===== src/rtl/x25519_reduce_pipe_pkg.sv =====
// Shared constants and types for the GF(2^255-19) reduction pipeline.
// Latency: n/a (declarations only).
// Backpressure: n/a.
package x25519_pkg;

   localparam int FE_W     = 256;
   localparam int FOLD_BIT = 255;
   localparam int unsigned FOLD_MUL = 19;

   typedef logic [FE_W-1:0] fe_t;

   // p = 2^255 - 19 = 0x7fff...ffed
   localparam fe_t P = {1'b0, {247{1'b1}}, 8'hed};

   function automatic logic [1:0] popcount3(input logic a, input logic b, input logic c);
      return {1'b0, a} + {1'b0, b} + {1'b0, c};
   endfunction

endpackage


===== src/rtl/x25519_reduce_pipe_if.sv =====
// Operand/result bus of the reduction pipeline, valid/ready on both sides.
// Latency: n/a (wires only).
// Backpressure: out_ready is fed back combinationally to in_ready by the slave.
interface x25519_reduce_pipe_if #(
   parameter int IN_WIDTH  = 264,
   parameter int TAG_WIDTH = 4
);
   logic                 in_valid;
   logic                 in_ready;
   logic [IN_WIDTH-1:0]  in_data;
   logic                 in_freeze;
   logic [TAG_WIDTH-1:0] in_tag;
   logic                 out_valid;
   logic                 out_ready;
   logic [255:0]         out_data;
   logic [TAG_WIDTH-1:0] out_tag;
   logic [1:0]           in_flight;

   modport master (
      output in_valid, in_data, in_freeze, in_tag, out_ready,
      input  in_ready, out_valid, out_data, out_tag, in_flight
   );

   modport slave (
      input  in_valid, in_data, in_freeze, in_tag, out_ready,
      output in_ready, out_valid, out_data, out_tag, in_flight
   );
endinterface


===== src/rtl/x25519_reduce_pipe_fold_stage.sv =====
// One registered fold: o_dat = i_dat[254:0] + 19*i_dat[IN_W-1:255], tag/freeze carried along.
// Latency: 1 cycle.
// Backpressure: holds all state while i_stall is high; bubbles advance otherwise.
module x25519_fold_stage
   import x25519_pkg::*;
#(
   parameter int IN_W  = 264,
   parameter int TAG_W = 4
) (
   input  logic             clk,
   input  logic             rst,
   input  logic             i_stall,
   input  logic             i_vld,
   input  logic [IN_W-1:0]  i_dat,
   input  logic             i_frz,
   input  logic [TAG_W-1:0] i_tag,
   output logic             o_vld,
   output fe_t              o_dat,
   output logic             o_frz,
   output logic [TAG_W-1:0] o_tag
);
   localparam int HI_W = IN_W - FOLD_BIT;

   logic [HI_W-1:0] w_hi;
   fe_t             w_lo;
   fe_t             w_sum;

   assign w_hi  = i_dat[IN_W-1:FOLD_BIT];
   assign w_lo  = {1'b0, i_dat[FOLD_BIT-1:0]};
   // Cannot overflow 256 bits for IN_W <= 300: 19*2^45 is far below 2^255.
   assign w_sum = w_lo + fe_t'(w_hi) * fe_t'(FOLD_MUL);

   // Stage register: valid always advances unless stalled, payload only loads with a real operand.
   always_ff @(posedge clk or posedge rst) begin
      if (rst) begin
         o_vld <= 1'b0;
         o_dat <= '0;
         o_frz <= 1'b0;
         o_tag <= '0;
      end else if (!i_stall) begin
         o_vld <= i_vld;
         if (i_vld) begin
            o_dat <= w_sum;
            o_frz <= i_frz;
            o_tag <= i_tag;
         end
      end
   end
endmodule


===== src/rtl/x25519_reduce_pipe.sv =====
// GF(2^255-19) reduction: fold A, fold B, optional canonical freeze (X25519_REDUCE_FREEZE_EN).
// Latency: 3 register stages; operand presented in cycle k appears as a result in cycle k+3.
// Backpressure: global stall (out_valid && !out_ready) freezes every stage; in_ready = !stall.
module x25519_reduce_pipe
   import x25519_pkg::*;
#(
   parameter int IN_WIDTH  = 264,
   parameter int TAG_WIDTH = 4
) (
   input  logic clk,
   input  logic rst,
   x25519_reduce_pipe_if.slave bus
);
   logic                 w_stall;
   logic                 w_vld1, w_frz1, w_vld2, w_frz2;
   fe_t                  w_dat1, w_dat2, w_dat3;
   logic [TAG_WIDTH-1:0] w_tag1, w_tag2;
   logic                 r_vld3;
   fe_t                  r_dat3;
   logic [TAG_WIDTH-1:0] r_tag3;

   assign w_stall      = r_vld3 && !bus.out_ready;
   assign bus.in_ready = !w_stall;

   x25519_fold_stage #(.IN_W(IN_WIDTH), .TAG_W(TAG_WIDTH)) u_fold_a (
      .clk(clk), .rst(rst), .i_stall(w_stall),
      .i_vld(bus.in_valid), .i_dat(bus.in_data), .i_frz(bus.in_freeze), .i_tag(bus.in_tag),
      .o_vld(w_vld1), .o_dat(w_dat1), .o_frz(w_frz1), .o_tag(w_tag1)
   );

   // Second fold absorbs the single possible carry out of bit 255 from fold A.
   x25519_fold_stage #(.IN_W(FE_W), .TAG_W(TAG_WIDTH)) u_fold_b (
      .clk(clk), .rst(rst), .i_stall(w_stall),
      .i_vld(w_vld1), .i_dat(w_dat1), .i_frz(w_frz1), .i_tag(w_tag1),
      .o_vld(w_vld2), .o_dat(w_dat2), .o_frz(w_frz2), .o_tag(w_tag2)
   );

`ifdef X25519_REDUCE_FREEZE_EN
   logic [254:0] w_plus19;
   // s2 < 2^255 = p + 19, so a single conditional subtract of p (add 19, drop bit 255) suffices.
   assign w_plus19 = w_dat2[254:0] + 255'(FOLD_MUL);
   assign w_dat3   = (w_frz2 && (w_dat2 >= P)) ? {1'b0, w_plus19} : w_dat2;
`else
   logic w_unused_frz;
   assign w_unused_frz = w_frz2;
   assign w_dat3       = w_dat2;
`endif

   // Output stage register; held while the consumer is not taking the result.
   always_ff @(posedge clk or posedge rst) begin
      if (rst) begin
         r_vld3 <= 1'b0;
         r_dat3 <= '0;
         r_tag3 <= '0;
      end else if (!w_stall) begin
         r_vld3 <= w_vld2;
         if (w_vld2) begin
            r_dat3 <= w_dat3;
            r_tag3 <= w_tag2;
         end
      end
   end

   assign bus.out_valid = r_vld3;
   assign bus.out_data  = r_dat3;
   assign bus.out_tag   = r_tag3;
   assign bus.in_flight = popcount3(w_vld1, w_vld2, r_vld3);
endmodule


===== src/flat_wrapper.sv =====
// flat-port wrapper written by rule: the top's interface ports become plain ports
module x25519_reduce_pipe_flat import x25519_pkg::*;
#(
   parameter int IN_WIDTH  = 264,
   parameter int TAG_WIDTH = 4
)
  (clk, rst, bus_in_valid, bus_in_data, bus_in_freeze, bus_in_tag, bus_out_ready, bus_in_ready, bus_out_valid, bus_out_data, bus_out_tag, bus_in_flight);
  x25519_reduce_pipe_if #(.IN_WIDTH(IN_WIDTH), .TAG_WIDTH(TAG_WIDTH)) bus_i ();
  input  logic clk;
  input  logic rst;
  input wire logic [$bits(bus_i.in_valid)-1:0] bus_in_valid;
  input wire logic [$bits(bus_i.in_data)-1:0] bus_in_data;
  input wire logic [$bits(bus_i.in_freeze)-1:0] bus_in_freeze;
  input wire logic [$bits(bus_i.in_tag)-1:0] bus_in_tag;
  input wire logic [$bits(bus_i.out_ready)-1:0] bus_out_ready;
  output wire logic [$bits(bus_i.in_ready)-1:0] bus_in_ready;
  output wire logic [$bits(bus_i.out_valid)-1:0] bus_out_valid;
  output wire logic [$bits(bus_i.out_data)-1:0] bus_out_data;
  output wire logic [$bits(bus_i.out_tag)-1:0] bus_out_tag;
  output wire logic [$bits(bus_i.in_flight)-1:0] bus_in_flight;
  assign bus_i.in_valid = bus_in_valid;
  assign bus_i.in_data = bus_in_data;
  assign bus_i.in_freeze = bus_in_freeze;
  assign bus_i.in_tag = bus_in_tag;
  assign bus_i.out_ready = bus_out_ready;
  assign bus_in_ready = bus_i.in_ready;
  assign bus_out_valid = bus_i.out_valid;
  assign bus_out_data = bus_i.out_data;
  assign bus_out_tag = bus_i.out_tag;
  assign bus_in_flight = bus_i.in_flight;
  x25519_reduce_pipe #(.IN_WIDTH(IN_WIDTH), .TAG_WIDTH(TAG_WIDTH)) u_core (.clk(clk), .rst(rst), .bus(bus_i));
endmodule

===== config.mk =====
export PLATFORM = sky130hd
export DESIGN_NAME = x25519_reduce_pipe_flat
export DESIGN_NICKNAME = d
export VERILOG_FILES = /design/src/rtl/x25519_reduce_pipe_pkg.sv /design/src/rtl/x25519_reduce_pipe_if.sv /design/src/rtl/x25519_reduce_pipe_fold_stage.sv /design/src/rtl/x25519_reduce_pipe.sv /design/src/flat_wrapper.sv
export SDC_FILE = /design/constraint.sdc
export NUM_CORES = 2
export LEC_CHECK = 0
export ABC_AREA = 1
export CAP_MARGIN = 10
export CORE_MARGIN = 2
export CORE_UTILIZATION = 35
export CTS_BUF_LIST = sky130_fd_sc_hd__clkbuf_16
export DETAILED_ROUTE_END_ITERATION = 10
export PLACE_DENSITY = 0.64
export SYNTH_ARGS = -nofsm -noshare
export SYNTH_HDL_FRONTEND = slang
export SYNTH_SLANG_ARGS = --single-unit

===== constraint.sdc =====
create_clock -name clk -period 34 [get_ports clk]
set_input_delay 6.8 -clock clk [delete_from_list [all_inputs] [get_ports clk]]
set_output_delay 6.8 -clock clk [all_outputs]
set_load 0.05 [all_outputs]

==> impl_results.md <==
* Placed Area at 60,210 µm²
* Final period util at 44.93%
* Cell variety after synth at 46
* Post-layout minimum cycle time at 15.28 ns
* Routability cong. at 1.088
* Cell internal pwr at 2.406 mW
* Storage cell area at 19,590 µm²
* I/O pin cnt at 537
* Met1 Track Usage GR at 54.54%
* Number of flops mapped to enable cells by yosys at 0
* Met2 Use GR at 66.37%
* PortBufs at 535
* Num Clock Sinks at 783
* Worst-margin pin slew at 1.433 ns
* Overall die height at 391.7 µm
* Pwr dens at 71.70 nW/µm²
* Setup WS post-layout at 18.72 ns
* Top cells by instance count after synthesis: nand2_1 (2,787), nor2_1 (1,386), inv_1 (867)
* H-tree depth at 3
* Clk network pwr share at 20.7%
* Gate power share at 41.9%
* Skew final at 0.05225 ns
* Gr usage total at 43.19%
* Synth area leader: dfrtp_1
* Switching portion of total power at 46.71%
* Top cells by area, synth: dfrtp_1 (37%), nand2_1 (20%), nor2_1 (9.9%)
* Post-Syn Nets at 8,291
* Endpoints failing setup at 0
* Fin. max-slew vios at 0
* CP max stage cell: clkdlybuf4s50_1
* Psw at 2.109 mW
* Vias per std cell at 5.458
* First-pass GRT wire length at 448,300 µm
* Clock-pin transition on the worst setup and hold timing paths at 0.07 ns
* Non-Filler Instances at 10,570
* Final WL at 337,600 µm
* Largest net degree at the start of global routing at 125
* Synth Area per Inst at 6.602 µm²
* Share of layout cells above drive strength 1 at 6.638%
* Layout area overhead at 19.72%
* Clk_lat worst skew at 0.72 ns
* Prevailing post-synth register cell: dfrtp_1
* Sequential share of the synthesized area at 37.25%
* Number of synthesis warnings at 0
* Peak VDD IR at 0.04869 mV
* Crit end category: primary output
* Site Rows at 142
* WL per Instance at 31.93 µm
* Placed insts at 10,410
* Multi-input gate area at 29,120 µm²
* Post-CTS Setup Bufs at 0
* Detail Placement HPWL at 290,600 µm
* Vias in the first global route at 55,420
* Critical path's largest stage delay at 0.88 ns
* CTS Buffer Depth at 3
* Die area at 153,400 µm²
* Post-synth top area share at 37.25%
* Overall power at 4.515 mW
* GRT overflow at 0
* Worst setup path class: input port to primary output
* TNS Setup at 0 ns
* Cell mode on critical path: clkdlybuf4s50_1
* Grt peak-use layer: met2
* Seq pwr share at 37.4%
* RSZ-0062 raised after global routing: no
* Max-Cap Viols at 0
* DR iter-0 viols at 6,859
* Highest clock rate at 65.46 MHz
* Gates resized, CTS repair at 0
* Critical path required time at 27.20 ns
* Crit path arrival time at 8.48 ns
* Worst slack, placed at 18.75 ns
* Fillers at 15,750
* Worst relative slew slack at 3.715%
* Initial antenna violation count at 16
* Cell Area, Synth at 52,600 µm²
* Post-cts hold buffer count at 0
* DRC viols at 0
* Async S/R FF share, synth at 100.0%
* Via count at 57,710
* Worst-path cell chain: clkdlybuf4s50_1 > nor2_1 > inv_1 > clkdlybuf4s50_1
* Leakage power at 27.09 nW
* TritonCTS clock tree: built
* Met3 Resource Use GR at 6.915%
* Antenna viol nets, final at 0
* Worst hold path type: flip-flop to flip-flop
* TritonCTS Buffers at 83
* Final Cell Area at 62,970 µm²
* Final Hold Viols at 0
* Critical Path Fanout Max at 6
* Core ar. at 149,600 µm²
* Pre-antenna DRT Iters at 7
* Setup crit start kind: input port
* Nets at 8,798
* Most common cell in the netlist: nand2_1
* Buf/Inv on CP at 3
* Yosys reg bits at 783
* Starting density of the core at 35.16%
* Syn Inst Count at 7,967
* Die width at 391.7 µm
* Status: finished clean
* Root buf cell: clkbuf_16
* CP delay by family, top: buffers and inverters
layout by cell type, fill, tap and decap left out, types with 7 or more instances in the layout:
cell                n
a31oi_1            78
nor3_2             14
nor2_1           1385
o21bai_1           24
a21oi_1            10
nor2_2             55
clkdlybuf4s50_1   535
xnor2_1            64
nand2_1          2785
nor4_1              7
nor2_4             27
or2_2              10
and2_1             12
mux2_2            199
nor3_1            121
nand2_2            51
nand4_1           182
nand3b_1           31
inv_6              10
clkinv_2           14
diode_2            16
nand2_4             9
dfrtp_1           783
inv_2              14
xor2_1            123
o21ai_0           359
ha_1               34
nand3_1           448
inv_1             878
clkbuf_16          84
o21ai_1            66
fa_1               17
clkinv_1           12
buf_4              35
nand3_2             9
sequential cells by signal, indices dropped and copies added, names as in the netlist:
signal and cells:
u_core.bus.out_data 256, u_core.bus.out_tag 4, u_core.bus.out_valid 1, u_core.u_fold_a.o_dat 256, u_core.u_fold_a.o_tag 4, u_core.u_fold_a.o_vld 1
u_core.u_fold_b.o_dat 256, u_core.u_fold_b.o_tag 4, u_core.u_fold_b.o_vld 1
layout make-up:
class                           instances  share of cell area, %
Clock inverter                         69                 0.9915
Clock buffer                           84                  3.338
Tap cell                             2016                  4.006
Multi-Input combinational cell       6152                  46.24
Timing Repair Buffer                  571                  8.953
Antenna cell                           16                0.06358
Inverter                              883                  5.295
Sequential cell                       783                  31.12
worst min-delay path, stage by stage (launching register included):
cell and delay, ns:
dfrtp_1 0.34, nand2_1 0.06, nand2_1 0.05
logic make-up after synthesis:
group	synth area share (%)
XOR/XNOR	3.130
flip-flops	37.25
adder cells (fa/ha/maj)	1.456
buffers and inverters	7.450
AO/OA/AOI/OAI	5.588
multiplexers	4.260
AND/OR/NAND/NOR	40.86
metal layers:
metal	share of wire, %	routed length, µm	up-vias
met3	8.0	26960	671
met2	43	145100	3070
li1	-	-	26130
met5	0.014	47	-
met4	9.1	30740	6
met1	40	134800	27840
power by group through the flow:
| stage | Sequential, mW | Clock, mW | Combinational, mW |
|---|---|---|---|
| finish | 1.69 | 0.933 | 1.89 |
| detailed placement | 1.67 | 0 | 1.84 |
| global placement | 1.65 | 0 | 1.80 |
| floorplan | 1.98 | 0 | 0.702 |
| global route | 1.71 | 0.974 | 2.00 |
| CTS | 1.66 | 0.939 | 1.86 |
through the flow:
stage | hold slack (ns) | utilization, %
finish | 0.4821 | 42.09
global route | 0.4975 | 42.08
CTS | 0.4804 | 42.07
detailed placement | 0.4632 | 40.24
global placement | 0.4633 | 40.24
floorplan | 0.4450 | -
path summary, 6_finish.rpt:
check	from	end	slack, ns	depth (start not counted)
worst max-delay path	bus_out_ready	bus_in_ready	18.72	4
min in group asynchronous	rst	u_core.bus.out_data[27]	6.54	2
worst min-delay path	u_core.u_fold_b.o_dat[107]	u_core.u_fold_b.o_dat[107]	0.48	2
worst max register to register	u_core.u_fold_a.o_dat[255]	u_core.u_fold_b.o_dat[110]	29.41	15
max in group asynchronous	rst	u_core.u_fold_b.o_dat[231]	24.04	5
worst min register to register	u_core.u_fold_b.o_dat[107]	u_core.u_fold_b.o_dat[107]	0.48	2
Note: power is estimated with default switching activity, not from simulation.
